--- src/rtl/alarm_controller.sv ---
// ---------------------------------------------------------------------------
// alarm_controller
//
// Sequences the alarm sound generator of the digital clock. It compares the
// running BCD time with the stored BCD alarm time, then schedules ringing,
// snoozing and stopping. RING drives the sound generator's CE input directly.
//
// Ports:
//   CP          system clock, all state changes on its rising edge
//   CR          asynchronous active-high reset
//   TICK_1HZ    one-CP-cycle pulse, once per second
//   ALARM_EN    alarm armed switch (level)
//   HOUR/MINUTE/SECOND   current time, BCD
//   AL_HOUR/AL_MINUTE    alarm time, BCD
//   SNOOZE, STOP         single-cycle debounced button pulses
//   RING        registered enable for the sound generator
//   SNOOZING    registered, high while snoozing
//   SNOOZE_CNT  snoozes used in the current alarm event
// ---------------------------------------------------------------------------
module alarm_controller #(
  parameter int RING_SECONDS   = 60,   // 1..511
  parameter int SNOOZE_SECONDS = 300,  // 1..511
  parameter int MAX_SNOOZE     = 3     // 0..3
) (
  input  logic       CP,
  input  logic       CR,
  input  logic       TICK_1HZ,
  input  logic       ALARM_EN,
  input  logic [7:0] HOUR,
  input  logic [7:0] MINUTE,
  input  logic [7:0] SECOND,
  input  logic [7:0] AL_HOUR,
  input  logic [7:0] AL_MINUTE,
  input  logic       SNOOZE,
  input  logic       STOP,
  output logic       RING,
  output logic       SNOOZING,
  output logic [1:0] SNOOZE_CNT
);

  typedef enum logic [1:0] {
    ST_IDLE    = 2'd0,
    ST_RINGING = 2'd1,
    ST_SNOOZE  = 2'd2,
    ST_HOLDOFF = 2'd3
  } state_t;

  localparam logic [8:0] RING_TC   = 9'(RING_SECONDS);
  localparam logic [8:0] SNOOZE_TC = 9'(SNOOZE_SECONDS);
  localparam logic [1:0] MAX_SN    = 2'(MAX_SNOOZE);

  state_t     state_q, state_d;
  logic [8:0] cnt_q, cnt_d;
  logic [1:0] snooze_cnt_q, snooze_cnt_d;
  logic       ring_q, ring_d;
  logic       snoozing_q, snoozing_d;

  // Raw 8-bit equality; no BCD validation is done on either operand.
  logic time_at_alarm;
  logic match;
  assign time_at_alarm = (HOUR == AL_HOUR) && (MINUTE == AL_MINUTE) && (SECOND == 8'h00);
  assign match         = ALARM_EN && time_at_alarm;

  always_comb begin
    state_d      = state_q;
    cnt_d        = cnt_q;
    snooze_cnt_d = snooze_cnt_q;

    case (state_q)
      ST_IDLE: begin
        if (match) begin
          state_d      = ST_RINGING;
          cnt_d        = '0;
          snooze_cnt_d = '0;
        end
      end

      ST_RINGING: begin
        // Priority: disarm > stop > snooze > tick.
        if (!ALARM_EN) begin
          state_d = ST_IDLE;
        end else if (STOP) begin
          state_d = ST_HOLDOFF;
        end else if (SNOOZE && (snooze_cnt_q < MAX_SN)) begin
          state_d      = ST_SNOOZE;
          snooze_cnt_d = snooze_cnt_q + 2'd1;
          cnt_d        = '0;
        end else if (TICK_1HZ && (cnt_q < RING_TC)) begin
          // An exhausted snooze press falls through here, so a coincident
          // tick is still counted.
          cnt_d = cnt_q + 9'd1;
          if (cnt_d == RING_TC) begin
            state_d = ST_HOLDOFF;
          end
        end
      end

      ST_SNOOZE: begin
        // Further snooze presses are ignored while snoozing.
        if (!ALARM_EN) begin
          state_d = ST_IDLE;
        end else if (STOP) begin
          state_d = ST_HOLDOFF;
        end else if (TICK_1HZ && (cnt_q < SNOOZE_TC)) begin
          cnt_d = cnt_q + 9'd1;
          if (cnt_d == SNOOZE_TC) begin
            state_d = ST_RINGING;
            cnt_d   = '0;
          end
        end
      end

      ST_HOLDOFF: begin
        // Wait out the alarm second so IDLE cannot immediately retrigger.
        if (!time_at_alarm) begin
          state_d = ST_IDLE;
        end
      end

      default: state_d = ST_IDLE;
    endcase

    // Outputs decoded from the next state so they line up with the transition.
    ring_d     = (state_d == ST_RINGING);
    snoozing_d = (state_d == ST_SNOOZE);
  end

  always_ff @(posedge CP or posedge CR) begin
    if (CR) begin
      state_q      <= ST_IDLE;
      cnt_q        <= '0;
      snooze_cnt_q <= '0;
      ring_q       <= 1'b0;
      snoozing_q   <= 1'b0;
    end else begin
      state_q      <= state_d;
      cnt_q        <= cnt_d;
      snooze_cnt_q <= snooze_cnt_d;
      ring_q       <= ring_d;
      snoozing_q   <= snoozing_d;
    end
  end

  assign RING       = ring_q;
  assign SNOOZING   = snoozing_q;
  assign SNOOZE_CNT = snooze_cnt_q;

endmodule
--- config.mk ---
export PLATFORM = sky130hd
export DESIGN_NAME = alarm_controller
export DESIGN_NICKNAME = d
export VERILOG_FILES = /design/src/rtl/alarm_controller.sv
export SDC_FILE = /design/constraint.sdc
export NUM_CORES = 1
export LEC_CHECK = 0
export ABC_AREA = 1
export ABC_CLOCK_PERIOD_IN_PS = 1800
export BUFFER_PORTS_ARGS = -buffer_cell sky130_fd_sc_hd__buf_2
export CAP_MARGIN = 20
export CELL_PAD_IN_SITES_DETAIL_PLACEMENT = 0
export CELL_PAD_IN_SITES_GLOBAL_PLACEMENT = 1
export CORE_AREA = 2 2 73 75
export DETAILED_ROUTE_END_ITERATION = 8
export DIE_AREA = 0 0 75 77
export GPL_TIMING_DRIVEN = 0
export PLACE_DENSITY_LB_ADDON = 0.05
export RECOVER_POWER = 100
export SKIP_LAST_GASP = 1
export SYNTH_ARGS = -nofsm -noshare
export SYNTH_HDL_FRONTEND = slang
export SYNTH_SLANG_ARGS = --single-unit
--- constraint.sdc ---
create_clock -name CP -period 1.8 [get_ports CP]
set_clock_uncertainty 0.1 [all_clocks]
set_input_delay 0.36 -clock CP [delete_from_list [all_inputs] [get_ports CP]]
set_output_delay 0.36 -clock CP [all_outputs]
set_load 0.01 [all_outputs]
==> key figures, run 1 <==
Detailed routing
  • DRC Markers: 0
  • Detailed Route Iter0 Violations: 56
  • DRT Pass-1 Iters: 4
  • Routed WL: 3840 um
  • Wire per inst: 10.5 um
  • Post-route ant nets: 0
  • Total number of vias: 1594
  • Vias per cell: 4.34

GRT
  • Overflow after GRT: 0
  • Vias in the first global route: 1599
  • Initial antenna violation count: 0
  • Total GRT Usage: 14.7%
  • First-pass GRT wire length: 6820 um
  • Largest net degree at the start of global routing: 16

Critical path
  • Reg2reg path depth: 10
  • Crit Path Category: flop to flop
  • Slowest cell on the critical path: dfrtp_1
  • Sum of buffers and inverters on the critical path: 2
  • CP Launch Type: flop
  • Delay of the slowest cell on the worst path: 0.38 ns
  • Flop2flop setup slack: 0.006 ns
  • Crit Path Max Fanout: 5
  • Crit path DAT: 1.84 ns
  • Kind of end point of the critical path: flop
  • CP Cell Sequence: buf_6 -> nand2_2 -> nor2_4 -> nor3_4 -> nor2_2 -> nor4_2 -> nand2_2 -> buf_6 -> nand2_1 -> o21ai_1
  • Top Family by Delay on Critical Path: simple AND/OR/NAND/NOR gates
  • CP Data Required Time: 1.84 ns
  • Reg-to-reg critical path endpoint: cnt_q[0]
  • FF-to-FF Start: cnt_q[2]

CTS
  • CTS sink cnt: 15
  • H-tree depth: 1
  • CTS tree: built
  • Worst-case clock buffer depth: 2
  • CTS root buffer: clkbuf_8
  • CTS Buf Count: 3
  • Insertion delay to the later sink of the worst-skew pair: 0.26 ns
  • Clock Pin Slew Worst Setup and Hold Paths: 0.08 ns

Final layout
  • Most common cell after layout, fill and taps aside: buf_2
  • Antenna diodes: 0
  • Area growth syn-to-layout: 48.8%
  • Finished Layout Cells: 367
  • Layout cell share with drive strength beyond 1: 44.8%
  • Most frequent cells in the layout: buf_2 (45), nand2_1 (43), nor2_1 (26), inv_1 (21), buf_4 (18)
  • Post-layout nets: 352

Pwr
  • Power Dens Cells: 962 mW/mm2
  • Leakage dissipation: 1.02 nW
  • VDD IR max: 503 uV

Floorplan
  • Initial Util: 28.9%
  • Core Footprint: 0.00498 mm2
  • Die Height: 77 um
  • Die area: 0.00578 mm2
  • Row count: 26
  • Die Width: 75 um
  • I/O pins: 50

Place
  • Final Wtd Congestion: 0.717
  • Count of input and output buffers: 49
  • Dpl ws: -0.307 ns
  • DPL Wire Length: 3020 um
  • Placed cells: 344

Timing
  • Tcrit/Tclk final: 99.7%
  • Fin crit period: 1.79 ns
  • FMAX: 557 MHz
  • Worst setup margin: 0.00612 ns
  • Max-slew violations: 0
  • RSZ-0062 raised after global routing: yes
  • Relative slew slack: 58.9%
  • Fin. Hold Viols: 0
  • Setup Total Neg Slack: 0 ns
  • Final setup vio count: 0
  • Slew @ Worst Pin: 0.615 ns

Logic synthesis
  • Syn Std Cell Area: 0.00144 mm2
  • Post-synthesis cell count: 225
  • Ys Warns: 0
  • Syn_area_per_cell: 6.40 um2
  • Seq/Total Area, Yosys: 26.1%
  • Net Count, Synth: 279
  • Flops & latches, synth: 15
  • Synth cell types: 27

Min path
  • Min-Delay Path Class: primary input to asynchronous set/reset pin

Status
  • Status: finished, final reports clean

Job
  • Max-cap violations: 0
-- stage by stage --
| stage | hold WS [ns] | utilization [%] | total power, mW | instance area, um2 |
|---|---|---|---|---|
| finish | 0.0612 | 43.0 | 2.06 | 2140 |
| global route | 0.114 | 43.0 | 2.26 | 2140 |
| CTS | 0.0894 | 41.1 | 1.96 | 2040 |
| detailed placement | 0.371 | 35.7 | 1.37 | 1780 |
| global placement | 0.376 | 35.7 | 1.37 | 1780 |
| floorplan | 0.161 | - | 1.08 | 1440 |
-- how the worst max path moves through the flow --
| stage | from | endpoint | cells after the start |
|---|---|---|---|
| 6_report | cnt_q[2] | cnt_q[0] | 10 |
| 3_5_place_dp | state_q[1] | cnt_q[2] | 11 |
| 5_1_grt | cnt_q[2] | cnt_q[4] | 10 |
| 4_1_cts | SNOOZE_CNT[1] | cnt_q[6] | 10 |
| 2_1_floorplan | state_q[1] | cnt_q[3] | 11 |
| 3_3_place_gp | state_q[1] | cnt_q[6] | 11 |
-- report_power, final --
part           leakage (nW)  switching [mW]  internal [mW]
Sequential            0.194          0.0555          0.409
Combinational         0.808           0.739          0.551
Clock                0.0217           0.149          0.156
Total                  1.02           0.943           1.12
-- per-layer routing --
metal	global-route usage [%]	wire length [um]	up-vias
met5	0	0	-
met4	1.61	21	0
met2	25.6	1860	22
met1	19.0	1830	717
met3	2.89	119	4
li1	-	-	851
-- kinds of logic after synthesis --
family,synth area share (%)
buffers and inverters,9.74
AO/OA/AOI/OAI,9.39
XOR/XNOR,7.91
flip-flops,26.1
adder cells (fa/ha/maj),6.96
AND/OR/NAND/NOR,39.9
-- layout make-up --
type                    count  area, um2
clock buffers               3       41.3
repair buffers             68        387
inverters                  34        130
flip-flops and latches     15        383
multi-input cells         174       1080
clock inverters             1       7.51
plain buffers               2       22.5
well taps                  70       87.6
fillers                   563       2840
-- sequential cells by signal, summed over array words and instances, names as in the netlist --
| register | flops |
|---|---|
| cnt_q | 9 |
| SNOOZE_CNT | 2 |
| RING | 1 |
| state_q | 2 |
| SNOOZING | 1 |
-- synth_stat cells (all sizes together) --
cell type   n  area (um2)
or2         2        12.5
and2        2        12.5
xor2        7        61.3
dfrtp      15         375
nand3      24         125
nor3        1        5.00
o311ai      1        8.76
buf         2        12.5
nor4        1        6.26
o21ai      17        88.8
a21oi       6        30.0
o21bai      1        7.51
nand2      60         235
inv        34         128
nand4       4        25.0
xnor2       6        52.6
ha          8         100
nor2       34         153
-- what timing repair did --
action                                 CTS  global route
gates cloned                             1             0
endpoints found under the hold margin    0             0
pin swaps                               12            15
hold buffers                             0             0
setup buffers                           15             3
setup endpoints to repair               13            13
gates resized for setup                 32            30
No activity file was read; power rests on OpenSTA's default activity.
==> run 2, diff against run 1 <==
CAP_MARGIN = default   (was 20)
CORE_AREA = 2 2 71 73   (was 2 2 73 75)
CTS_BUF_LIST = sky130_fd_sc_hd__clkbuf_8   (was default)
DIE_AREA = 0 0 73 75   (was 0 0 75 77)
==> key figures, run 2 (synthesis results as in run 1) <==
Detailed routing
  • Top Metal Used: met4 (unchanged)
  • DRC Markers: 0 (unchanged)
  • DRT Pass-1 Iters: 4 (unchanged)
  • Met3 wire len: 122 um (was 119 um)
  • Vias per cell: 4.54 (was 4.34)
  • Post-route ant nets: 0 (unchanged)
  • Wire per inst: 11.1 um (was 10.5 um)
  • Wl on met1: 1730 um (was 1830 um)
  • Detailed Route Iter0 Violations: 61 (was 56)
  • Metal2 WL: 1950 um (was 1860 um)
  • Total number of vias: 1558 (was 1594)
  • Routed WL: 3820 um (was 3840 um)

GRT
  • Overflow after GRT: 0 (unchanged)
  • Initial antenna violation count: 0 (unchanged)
  • First-pass GRT wire length: 6200 um (was 6820 um)
  • Vias in the first global route: 1429 (was 1599)
  • Largest net degree at the start of global routing: 16 (unchanged)
  • Total GRT Usage: 14.5% (was 14.7%)

Critical path
  • CP Data Required Time: 1.84 ns (about the same)
  • Kind of end point of the critical path: flop (unchanged)
  • Crit path DAT: 1.83 ns (was 1.84 ns)
  • Top Family by Delay on Critical Path: simple AND/OR/NAND/NOR gates (unchanged)
  • Slowest cell on the critical path: dfrtp_2 (was dfrtp_1)
  • Sum of buffers and inverters on the critical path: 1 (was 2)
  • Delay of the slowest cell on the worst path: 0.48 ns (was 0.38 ns)
  • Crit Path Category: flop to flop (unchanged)
  • Crit Path Max Fanout: 6 (was 5)
  • Flop2flop setup slack: 0.004 ns (was 0.006 ns)
  • CP Launch Type: flop (unchanged)
  • CP Cell Sequence: nand2_4 -> a21oi_1 -> o21ai_2 -> nor2_1 -> nor4_2 -> nand2_2 -> buf_6 -> nand2_1 -> o21ai_1 (was buf_6 -> nand2_2 -> nor2_4 -> nor3_4 -> nor2_2 -> nor4_2 -> nand2_2 -> buf_6 -> nand2_1 -> o21ai_1)

Min path
  • Min-Delay Path Class: primary input to asynchronous set/reset pin (unchanged)

Pwr
  • Power Dens Cells: 943 mW/mm2 (was 962 mW/mm2)
  • VDD IR max: 820 uV (was 503 uV)
  • Leakage dissipation: 1.04 nW (was 1.02 nW)

Timing
  • Relative slew slack: 58.0% (was 58.9%)
  • Hold slack final: 0.0808 ns (was 0.0612 ns)
  • RSZ-0062 raised after global routing: yes (unchanged)
  • Tcrit/Tclk final: 99.8% (was 99.7%)
  • Final setup vio count: 0 (unchanged)
  • Fin crit period: 1.80 ns (was 1.79 ns)
  • Fin. Hold Viols: 0 (unchanged)
  • Slew @ Worst Pin: 0.630 ns (was 0.615 ns)
  • FMAX: 557 MHz (about the same)
  • Max-slew violations: 0 (unchanged)

Floorplan
  • Core Footprint: 0.00466 mm2 (was 0.00498 mm2)
  • Row count: 25 (was 26)
  • Die Height: 75 um (was 77 um)
  • Die Width: 73 um (was 75 um)
  • Initial Util: 30.9% (was 28.9%)
  • I/O pins: 50 (unchanged)
  • Die area: 0.00548 mm2 (was 0.00578 mm2)

CTS
  • H-tree depth: 1 (unchanged)
  • Insertion delay to the later sink of the worst-skew pair: 0.25 ns (was 0.26 ns)
  • CTS root buffer: clkbuf_8 (unchanged)
  • CTS Buf Count: 3 (unchanged)
  • Clock Pin Slew Worst Setup and Hold Paths: 0.07 ns (was 0.08 ns)
  • Post-CTS Hold Buffers: 0 (unchanged)
  • CTS tree: built (unchanged)
  • CTS sink cnt: 15 (unchanged)
  • Worst-case clock buffer depth: 2 (unchanged)

Final layout
  • Layout cell share with drive strength beyond 1: 37.4% (was 44.8%)
  • Most frequent cells in the layout: nand2_1 (50), buf_2 (45), inv_1 (28), nor2_1 (27), nand3_1 (19) (was buf_2 (45), nand2_1 (43), nor2_1 (26), inv_1 (21), buf_4 (18))
  • Largest Register: cnt_q (unchanged)
  • Max reg flops: 9 (unchanged)
  • Finished Layout Cells: 343 (was 367)
  • Most common cell after layout, fill and taps aside: nand2_1 (was buf_2)
  • Post-layout nets: 344 (was 352)
  • Antenna diodes: 0 (unchanged)
  • Area growth syn-to-layout: 41.0% (was 48.8%)

Place
  • Final Wtd Congestion: 0.765 (was 0.717)
  • Placed cells: 328 (was 344)
  • DPL Wire Length: 2970 um (was 3020 um)
  • Count of input and output buffers: 49 (unchanged)

Status
  • Status: finished, final reports clean (unchanged)

Job
  • Max-cap violations: 0 (unchanged)
==> run 2: changes by cell type in the layout (fill, tap and decap cells not counted), moves of 2 or more <==
cell,previous run,this run
buf_4,18,10
inv_1,21,28
inv_2,12,6
nand2_1,43,50
nand2_2,16,6
nand2_4,1,4
nand3_1,17,19
==> run 2: layer usage <==
layer / track usage, % / up-vias
li1: - / 842
met3: 3.08 / 2
met4: 2.47 / 0
met1: 17.6 / 697
met5: 0 / -
met2: 26.8 / 17
==> run 2: power breakdown <==
| group | switching [mW] | internal [mW] | leakage, nW |
|---|---|---|---|
| logic | 0.679 | 0.473 | 0.815 |
| clock network | 0.129 | 0.151 | 0.0269 |
| registers | 0.0711 | 0.410 | 0.194 |
==> run 2: stage by stage <==
stage / setup WS [ns] / util (%) / total power [mW] / setup TNS, ns / area [um2]
after CTS: -0.00930 / 41.3 / 1.81 / -0.0178 / 1920
after global placement: -0.347 / 37.7 / 1.38 / -3.21 / 1760
after global routing: -0.106 / 43.5 / 2.08 / -0.834 / 2030
after floorplan: 0.0122 / - / 1.08 / 0 / 1440
final: 0.00397 / 43.5 / 1.91 / 0 / 2030
after detailed placement: -0.324 / 37.7 / 1.36 / -2.87 / 1760
==> run 2: final timing paths <==
path	endpoint	cells after the start	startpoint
worst max-delay path	cnt_q[1]	9	cnt_q[3]
worst min-delay path	SNOOZE_CNT[0]	2	CR
worst max register to register	cnt_q[1]	9	cnt_q[3]
worst min register to register	cnt_q[7]	2	cnt_q[7]
max in group asynchronous	cnt_q[4]	2	CR
min in group CP	cnt_q[7]	2	cnt_q[7]
==> run 2: area by class of cell <==
type / instances / area [um2]
plain buffers: 2 / 22.5
clock inverters: 1 / 3.75
clock buffers: 3 / 41.3
well taps: 54 / 67.6
flip-flops and latches: 15 / 383
repair buffers: 60 / 327
multi-input cells: 174 / 1050
inverters: 34 / 130
fillers: 504 / 2630
==> run 2: timing repair <==
item / 4_1_cts / 5_1_grt
buffers inserted: 7 / 3
gates cloned: 0 / 1
pin swaps: 8 / 10
resized for setup: 22 / 26
setup endpoints to repair: 12 / 15
